==> src/rtl/ble_tx_modulator.sv <==
// BLE 1 Mbps transmitter: preamble/AA/PDU/CRC24 framing with MSK-style CPFSK onto 4-bit I/Q.
// Define BLE_TX_WHITEN_EN to include the channel whitening LFSR on PDU and CRC bits.
module ble_tx_modulator #(
  parameter int unsigned SPS      = 8,
  parameter logic [23:0] CRC_INIT = 24'h555555
) (
  input  logic        clk,
  input  logic        rst,
  input  logic        start,
  input  logic [31:0] aa,
  input  logic [5:0]  chan_idx,
  input  logic [7:0]  pdu_len,
  input  logic [7:0]  data,
  input  logic        data_valid,
  output logic        data_ready,
  output logic        busy,
  output logic        done,
  output logic        underrun,
  output logic        tx_en,
  output logic        tx_bit,
  output logic        sym_strobe,
  output logic [3:0]  I_out,
  output logic [3:0]  Q_out
);

  localparam int unsigned SW       = (SPS > 1) ? $clog2(SPS) : 1;
  localparam int unsigned CW       = 9;
  localparam logic [23:0] CRC_POLY = 24'h00065B;

  typedef enum logic [2:0] {S_IDLE, S_PRE, S_AA, S_PDU, S_CRC, S_DONE} state_e;

  state_e        state_q, state_d;
  logic [SW-1:0] samp_q, samp_d;
  logic [CW-1:0] cnt_q, cnt_d;
  logic [39:0]   sr_q, sr_d;
  logic [23:0]   crc_q, crc_d;
  logic [5:0]    len_q, len_d;
  logic [7:0]    hold_q, hold_d;
  logic          hold_full_q, hold_full_d;
  logic [5:0]    fetched_q, fetched_d;
  logic          underrun_q, underrun_d;
  logic [4:0]    ph_q, ph_d;

  logic          data_ready_q, data_ready_d;
  logic          busy_q, busy_d;
  logic          done_q, done_d;
  logic          tx_en_q, tx_en_d;
  logic          tx_bit_q, tx_bit_d;
  logic          sym_strobe_q, sym_strobe_d;
  logic [3:0]    i_q, i_d;
  logic [3:0]    q_q, q_d;

  logic          take, byte_avail, sym_end, pdu_last, crc_fb;
  logic [7:0]    byte_next;
  logic          wh_seed, wh_step, whiten_bit;
  logic          run_d, raw_d;

  // round(7*cos(2*pi*p/32)) by folding the phase into the first quadrant
  function automatic logic [3:0] cos7(input logic [4:0] p);
    logic [4:0] r;
    logic [4:0] f;
    logic       neg;
    logic [3:0] m;
    r   = p[4] ? (5'd0 - p) : p;
    neg = (r > 5'd8);
    f   = neg ? (5'd16 - r) : r;
    case (f)
      5'd0, 5'd1: m = 4'd7;
      5'd2, 5'd3: m = 4'd6;
      5'd4:       m = 4'd5;
      5'd5:       m = 4'd4;
      5'd6:       m = 4'd3;
      5'd7:       m = 4'd1;
      default:    m = 4'd0;
    endcase
    return neg ? (4'd0 - m) : m;
  endfunction

  always_ff @(posedge clk or posedge rst) begin
    if (rst) begin
      state_q      <= S_IDLE;
      samp_q       <= '0;
      cnt_q        <= '0;
      sr_q         <= '0;
      crc_q        <= '0;
      len_q        <= '0;
      hold_q       <= '0;
      hold_full_q  <= 1'b0;
      fetched_q    <= '0;
      underrun_q   <= 1'b0;
      ph_q         <= '0;
      data_ready_q <= 1'b0;
      busy_q       <= 1'b0;
      done_q       <= 1'b0;
      tx_en_q      <= 1'b0;
      tx_bit_q     <= 1'b0;
      sym_strobe_q <= 1'b0;
      i_q          <= '0;
      q_q          <= '0;
    end else begin
      state_q      <= state_d;
      samp_q       <= samp_d;
      cnt_q        <= cnt_d;
      sr_q         <= sr_d;
      crc_q        <= crc_d;
      len_q        <= len_d;
      hold_q       <= hold_d;
      hold_full_q  <= hold_full_d;
      fetched_q    <= fetched_d;
      underrun_q   <= underrun_d;
      ph_q         <= ph_d;
      data_ready_q <= data_ready_d;
      busy_q       <= busy_d;
      done_q       <= done_d;
      tx_en_q      <= tx_en_d;
      tx_bit_q     <= tx_bit_d;
      sym_strobe_q <= sym_strobe_d;
      i_q          <= i_d;
      q_q          <= q_d;
    end
  end

  // Sequencing, byte handshake, CRC; fields advance only at symbol ends
  always_comb begin
    state_d     = state_q;
    samp_d      = samp_q;
    cnt_d       = cnt_q;
    sr_d        = sr_q;
    crc_d       = crc_q;
    len_d       = len_q;
    hold_d      = hold_q;
    hold_full_d = hold_full_q;
    fetched_d   = fetched_q;
    underrun_d  = underrun_q;
    wh_seed     = 1'b0;
    wh_step     = 1'b0;
    take        = data_valid && data_ready_q;
    byte_avail  = hold_full_q || take;
    byte_next   = hold_full_q ? hold_q : data;
    sym_end     = (samp_q == SW'(SPS - 1));
    pdu_last    = (cnt_q == {len_q - 6'd1, 3'b111});
    crc_fb      = crc_q[23] ^ sr_q[0];

    if (take) begin
      hold_d      = data;
      hold_full_d = 1'b1;
      fetched_d   = fetched_q + 6'd1;
    end

    case (state_q)
      S_IDLE: begin
        if (start) begin
          state_d     = S_PRE;
          samp_d      = '0;
          cnt_d       = '0;
          sr_d        = {aa, aa[0] ? 8'h55 : 8'hAA};
          crc_d       = CRC_INIT;
          len_d       = (pdu_len < 8'd2) ? 6'd2 : (pdu_len > 8'd39) ? 6'd39 : pdu_len[5:0];
          hold_full_d = 1'b0;
          fetched_d   = '0;
          underrun_d  = 1'b0;
          wh_seed     = 1'b1;
        end
      end
      S_PRE, S_AA, S_PDU, S_CRC: begin
        samp_d = sym_end ? '0 : samp_q + SW'(1);
        if (sym_end) begin
          cnt_d = cnt_q + CW'(1);
          sr_d  = sr_q >> 1;
          case (state_q)
            S_PRE: begin
              if (cnt_q == CW'(7)) begin
                state_d = S_AA;
                cnt_d   = '0;
              end
            end
            S_AA: begin
              if (cnt_q == CW'(31)) begin
                cnt_d = '0;
                if (byte_avail) begin
                  state_d     = S_PDU;
                  sr_d        = {32'h0, byte_next};
                  hold_full_d = 1'b0;
                end else begin
                  state_d    = S_DONE;
                  underrun_d = 1'b1;
                end
              end
            end
            S_PDU: begin
              crc_d   = {crc_q[22:0], 1'b0} ^ (crc_fb ? CRC_POLY : 24'h0);
              wh_step = 1'b1;
              if (pdu_last) begin
                state_d = S_CRC;
                cnt_d   = '0;
              end else if (cnt_q[2:0] == 3'd7) begin
                if (byte_avail) begin
                  sr_d        = {32'h0, byte_next};
                  hold_full_d = 1'b0;
                end else begin
                  state_d    = S_DONE;
                  underrun_d = 1'b1;
                end
              end
            end
            S_CRC: begin
              crc_d   = {crc_q[22:0], 1'b0};
              wh_step = 1'b1;
              if (cnt_q == CW'(23)) state_d = S_DONE;
            end
            default: ;
          endcase
        end
      end
      S_DONE:  state_d = S_IDLE;
      default: state_d = S_IDLE;
    endcase
  end

`ifdef BLE_TX_WHITEN_EN
  logic [6:0] wh_q, wh_d;

  // wh[i] is LFSR position i; channel MSB sits at position 1
  always_comb begin
    wh_d = wh_q;
    if (wh_seed) begin
      wh_d = {chan_idx[0], chan_idx[1], chan_idx[2], chan_idx[3], chan_idx[4], chan_idx[5], 1'b1};
    end else if (wh_step) begin
      wh_d = {wh_q[5], wh_q[4], wh_q[3] ^ wh_q[6], wh_q[2], wh_q[1], wh_q[0], wh_q[6]};
    end
  end

  always_ff @(posedge clk or posedge rst) begin
    if (rst) wh_q <= '0;
    else     wh_q <= wh_d;
  end

  assign whiten_bit = wh_d[6];
`else
  logic unused_whiten;
  assign whiten_bit    = 1'b0;
  assign unused_whiten = ^{chan_idx, wh_seed, wh_step};
`endif

  // Registered outputs describe the cycle being entered, so phase includes this cycle's step
  always_comb begin
    run_d        = (state_d inside {S_PRE, S_AA, S_PDU, S_CRC});
    raw_d        = (state_d == S_CRC) ? crc_d[23] : sr_d[0];
    tx_en_d      = run_d;
    busy_d       = run_d;
    done_d       = (state_d == S_DONE);
    sym_strobe_d = run_d && (samp_d == '0);
    tx_bit_d     = run_d && (raw_d ^ ((state_d inside {S_PDU, S_CRC}) && whiten_bit));
    ph_d         = run_d ? (tx_bit_d ? ph_q + 5'd1 : ph_q - 5'd1) : 5'd0;
    i_d          = run_d ? cos7(ph_d) : 4'd0;
    q_d          = run_d ? cos7(ph_d - 5'd8) : 4'd0;
    data_ready_d = (state_d inside {S_AA, S_PDU}) && !hold_full_d && (fetched_d < len_d);
  end

  assign data_ready = data_ready_q;
  assign busy       = busy_q;
  assign done       = done_q;
  assign underrun   = underrun_q;
  assign tx_en      = tx_en_q;
  assign tx_bit     = tx_bit_q;
  assign sym_strobe = sym_strobe_q;
  assign I_out      = i_q;
  assign Q_out      = q_q;

endmodule

==> config.mk <==
export PLATFORM = sky130hd
export DESIGN_NAME = ble_tx_modulator
export DESIGN_NICKNAME = d
export VERILOG_FILES = /design/src/rtl/ble_tx_modulator.sv
export SDC_FILE = /design/constraint.sdc
export NUM_CORES = 1
export LEC_CHECK = 0
export CAP_MARGIN = 10
export CORE_MARGIN = 4
export CORE_UTILIZATION = 55
export DETAILED_ROUTE_END_ITERATION = 7
export DONT_BUFFER_PORTS = 1
export PLACE_DENSITY = 0.7
export SLEW_MARGIN = 15
export SYNTH_ARGS = -nofsm -noshare
export SYNTH_HDL_FRONTEND = slang
export SYNTH_SLANG_ARGS = --single-unit
==> constraint.sdc <==
create_clock -name clk -period 7.2 [get_ports clk]
set_input_delay 0.72 -clock clk [delete_from_list [all_inputs] [get_ports clk]]
set_output_delay 0.72 -clock clk [all_outputs]
set_load 0.1 [all_outputs]
==> impl_metrics.csv <==
group,metric,value,unit
routing,drc,0,
worst_setup_path,critPathSlowestCell,"or4_4",
power,power,3.14,mW
floorplanning,boundaryPins,73,
worst_setup_path,critPathMaxFanout,8,
logic_synthesis,synthArstFlopShare,100,%
clock_network,insertion_delay,420,ps
power,pwr-share-comb,40.2,%
clock_network,path_clk_slew,60,ps
placement,port_buffers,0,
sta,hold_viol,0,
floorplanning,die_h,119,um
finish,final_common_cell,"dfrtp_1",
worst_setup_path,crit_required,7510,ps
placement,globalplace.congestion,0.855,
sta,clock-skew-final,10.9,ps
logic_synthesis,ys_types,88,
logic_synthesis,syn-num-nets,805,
worst_setup_path,cp_cell_sequence,"or4_4 > or4_4 > o221a_1 > o22ai_2 > nand2b_4 > nand2_4 > o21a_4 > fa_1 > a21o_1 > a21oi_1 > xnor2_1 > nand3_1 > o32ai_1 > or2_2 > o22ai_2 > nor2b_1 > o21ai_1 > inv_1 > o221ai_1 > a21oi_1 > ha_1 > nor4_1 > nor3_1 > and4b_1",
floorplanning,rows,40,
finish,stdcell_count,898,
logic_synthesis,synth_edf_count,0,
logic_synthesis,synthFlopType,"dfrtp_1",
power,p_per_area,411,nW/um^2
logic_synthesis,synthCells,726,
global_routing,grt.total_usage,23.6,%
routing,drt_iter0_drc,515,
routing,routed_via_density,6.29,
power,power_switching,1.27,mW
routing,routed_wl,16100,um
floorplanning,dieArea,14300,sq um
clock_network,cts_made_buffers,17,
clock_network,hold_buffers,0,
worst_setup_path,setup.worst_path.class,"flop to flop",
global_routing,grt_pass1_wl,27600,um
min_path,hold_path_class,"primary input to asynchronous set/reset pin",
worst_setup_path,cp-end-kind,"flop",
worst_setup_path,crit_start,"cnt_q[5]",
power,seq_power_share,31.3,%
clock_network,clkSinkCount,119,
global_routing,grt_pass1_vias,5720,
power,pwr-share-clk,28.5,%
sta,relSlewSlack,37.8,%
finish,syn2layout_area_growth,11.8,%
finish,diodes,0,
global_routing,grt-ovfl-total,0,
finish,drive_gt1_share,12.6,%
routing,antenna_left,0,
status,status,"finished clean",
flow_run,drv_cap,0,
routing,post_drt_wl_per_cell,17.9,um
worst_setup_path,slowest_delay,600,ps
sta,worst_slack,496,ps
sta,finalCritPeriodShare,93.1,%
routing,vias,5650,
logic_synthesis,ys_ff_latch,119,
power,swShare,40.4,%
logic_synthesis,yosysWarnings,0,
worst_setup_path,cp_top_family,"simple AND/OR/NAND/NOR gates",
placement,place_inst,866,
floorplanning,coreArea,12100,sq um
clock_network,cts_buffer_depth,2,
clock_network,cts_tree,"done",
placement,place_hpwl,10800,um
placement,post-place-ws,527,ps
clock_network,cts-root-buf,"clkbuf_16",
sta,finalWorstPathRequiredPeriod,6700,ps
floorplanning,die_w,119,um
global_routing,antenna_found_initial,0,
power,internal_power,1.87,mW
finish,mostFrequentLayoutCells,"118 x dfrtp_1, 69 x nand2_1, 66 x nor2_1",
power,ir_drop,484,uV
logic_synthesis,netlist_area,6840,sq um
routing,drtPass1Iterations,5,
sta,finalSetupViolCount,0,
logic_synthesis,seq_area_frac_synth,43.6,%
sta,clock.fmax,0.149,GHz
sta,setup_tns,0,ps
clock_network,htreeDepth,4,
global_routing,grt_max_degree,64,
worst_setup_path,path_buf_inv,1,
worst_setup_path,cp-start-kind,"flop",
sta,worst_pin_slew,936,ps
worst_setup_path,reg2reg_from,"cnt_q[5]",
finish,filler_cell_count,1030,
power,p_leak,3.50,nW
finish,nets,796,
sta,slew_viol_final,0,
worst_setup_path,cp.arrival,7010,ps
floorplanning,start_util,56.4,%
logic_synthesis,synth.avg_cell_area,9.42,sq um
## stage by stage
stage / instance area, sq um / utilization, % / hold slack (ps)
after floorplan: 6840 / - / 445
after global placement: 7000 / 57.8 / 465
after detailed placement: 7000 / 57.8 / 469
after CTS: 7620 / 63.0 / 313
after global routing: 7640 / 63.1 / 335
final: 7640 / 63.1 / 277
## cell families (layout without fill, tap and decap cells)
family / Yosys count / after routing / synth area share [%]
AOI/OAI and AO/OA: 213 / 213 / 22.8
xor gates and xnor gates: 28 / 28 / 3.70
buffers and inverters: 63 / 67 / 3.57
muxes: 12 / 12 / 2.18
DFF: 119 / 119 / 43.6
and+or+nand+nor: 269 / 269 / 20.1
adders and majority gates: 22 / 22 / 4.10
## cell usage after synthesis, drive strengths merged (12+ instances only)
cell    instances  area, sq um
dfrtp         119         2980
nand3          23          120
xnor2          16          148
inv            20         77.6
ha             20          250
xor2           12          105
o21ai          53          277
a21oi          38          205
nand2          70          270
nor3           12         60.1
and3           37          233
a221o          38          380
nor2           67          254
clkbuf         40          150
## power by group through the flow
stage	logic (mW)	clock network, mW	registers, mW
5_1_grt	1.41	0.946	0.994
3_3_place_gp	1.18	0	0.991
3_5_place_dp	1.23	0	0.995
2_1_floorplan	1.01	0	0.987
6_report	1.26	0.896	0.983
4_1_cts	1.24	0.906	0.984
## sequential cells by signal (all words and copies together), names as in the netlist, 3 cells and up
| name | flops |
|---|---|
| crc_q | 24 |
| samp_q | 3 |
| ph_q | 5 |
| hold_q | 8 |
| len_q | 6 |
| sr_q | 40 |
| Q_out | 4 |
| cnt_q | 9 |
| I_out | 4 |
| state_q | 3 |
| fetched_q | 6 |
## per-layer routing
layer,track usage [%],vias up,routed length (um)
li1,-,2671,-
met1,31.0,2801,7140
met2,37.6,157,7720
met3,6.70,21,994
met4,8.45,0,203
met5,0,-,0
## final timing paths
path / to / depth (start not counted) / slack, ps
setup / recovery: I_out[2] / 24 / 500
hold / removal: sr_q[25] / 1 / 280
setup reg to reg: I_out[2] / 24 / 500
hold reg to reg: hold_q[0] / 2 / 480
max in group asynchronous: tx_en / 2 / 5590
min in group clk: hold_q[7] / 2 / 410
## repair_timing
item	4_1_cts	5_1_grt
gates resized for setup	0	2
setup endpoints to repair	0	1
setup buffers	0	0
## final cells by class
type / instances / area, sq um / area share (%)
timing repair buffer: 15 / 113 / 1.47
multi-input combinational: 544 / 3640 / 47.6
sequential: 119 / 2980 / 39.0
clock inverter: 14 / 185 / 2.42
tap: 168 / 210 / 2.75
inverter: 20 / 80.1 / 1.05
clock buffer: 18 / 439 / 5.75
Note: power is estimated with default switching activity, not from simulation.
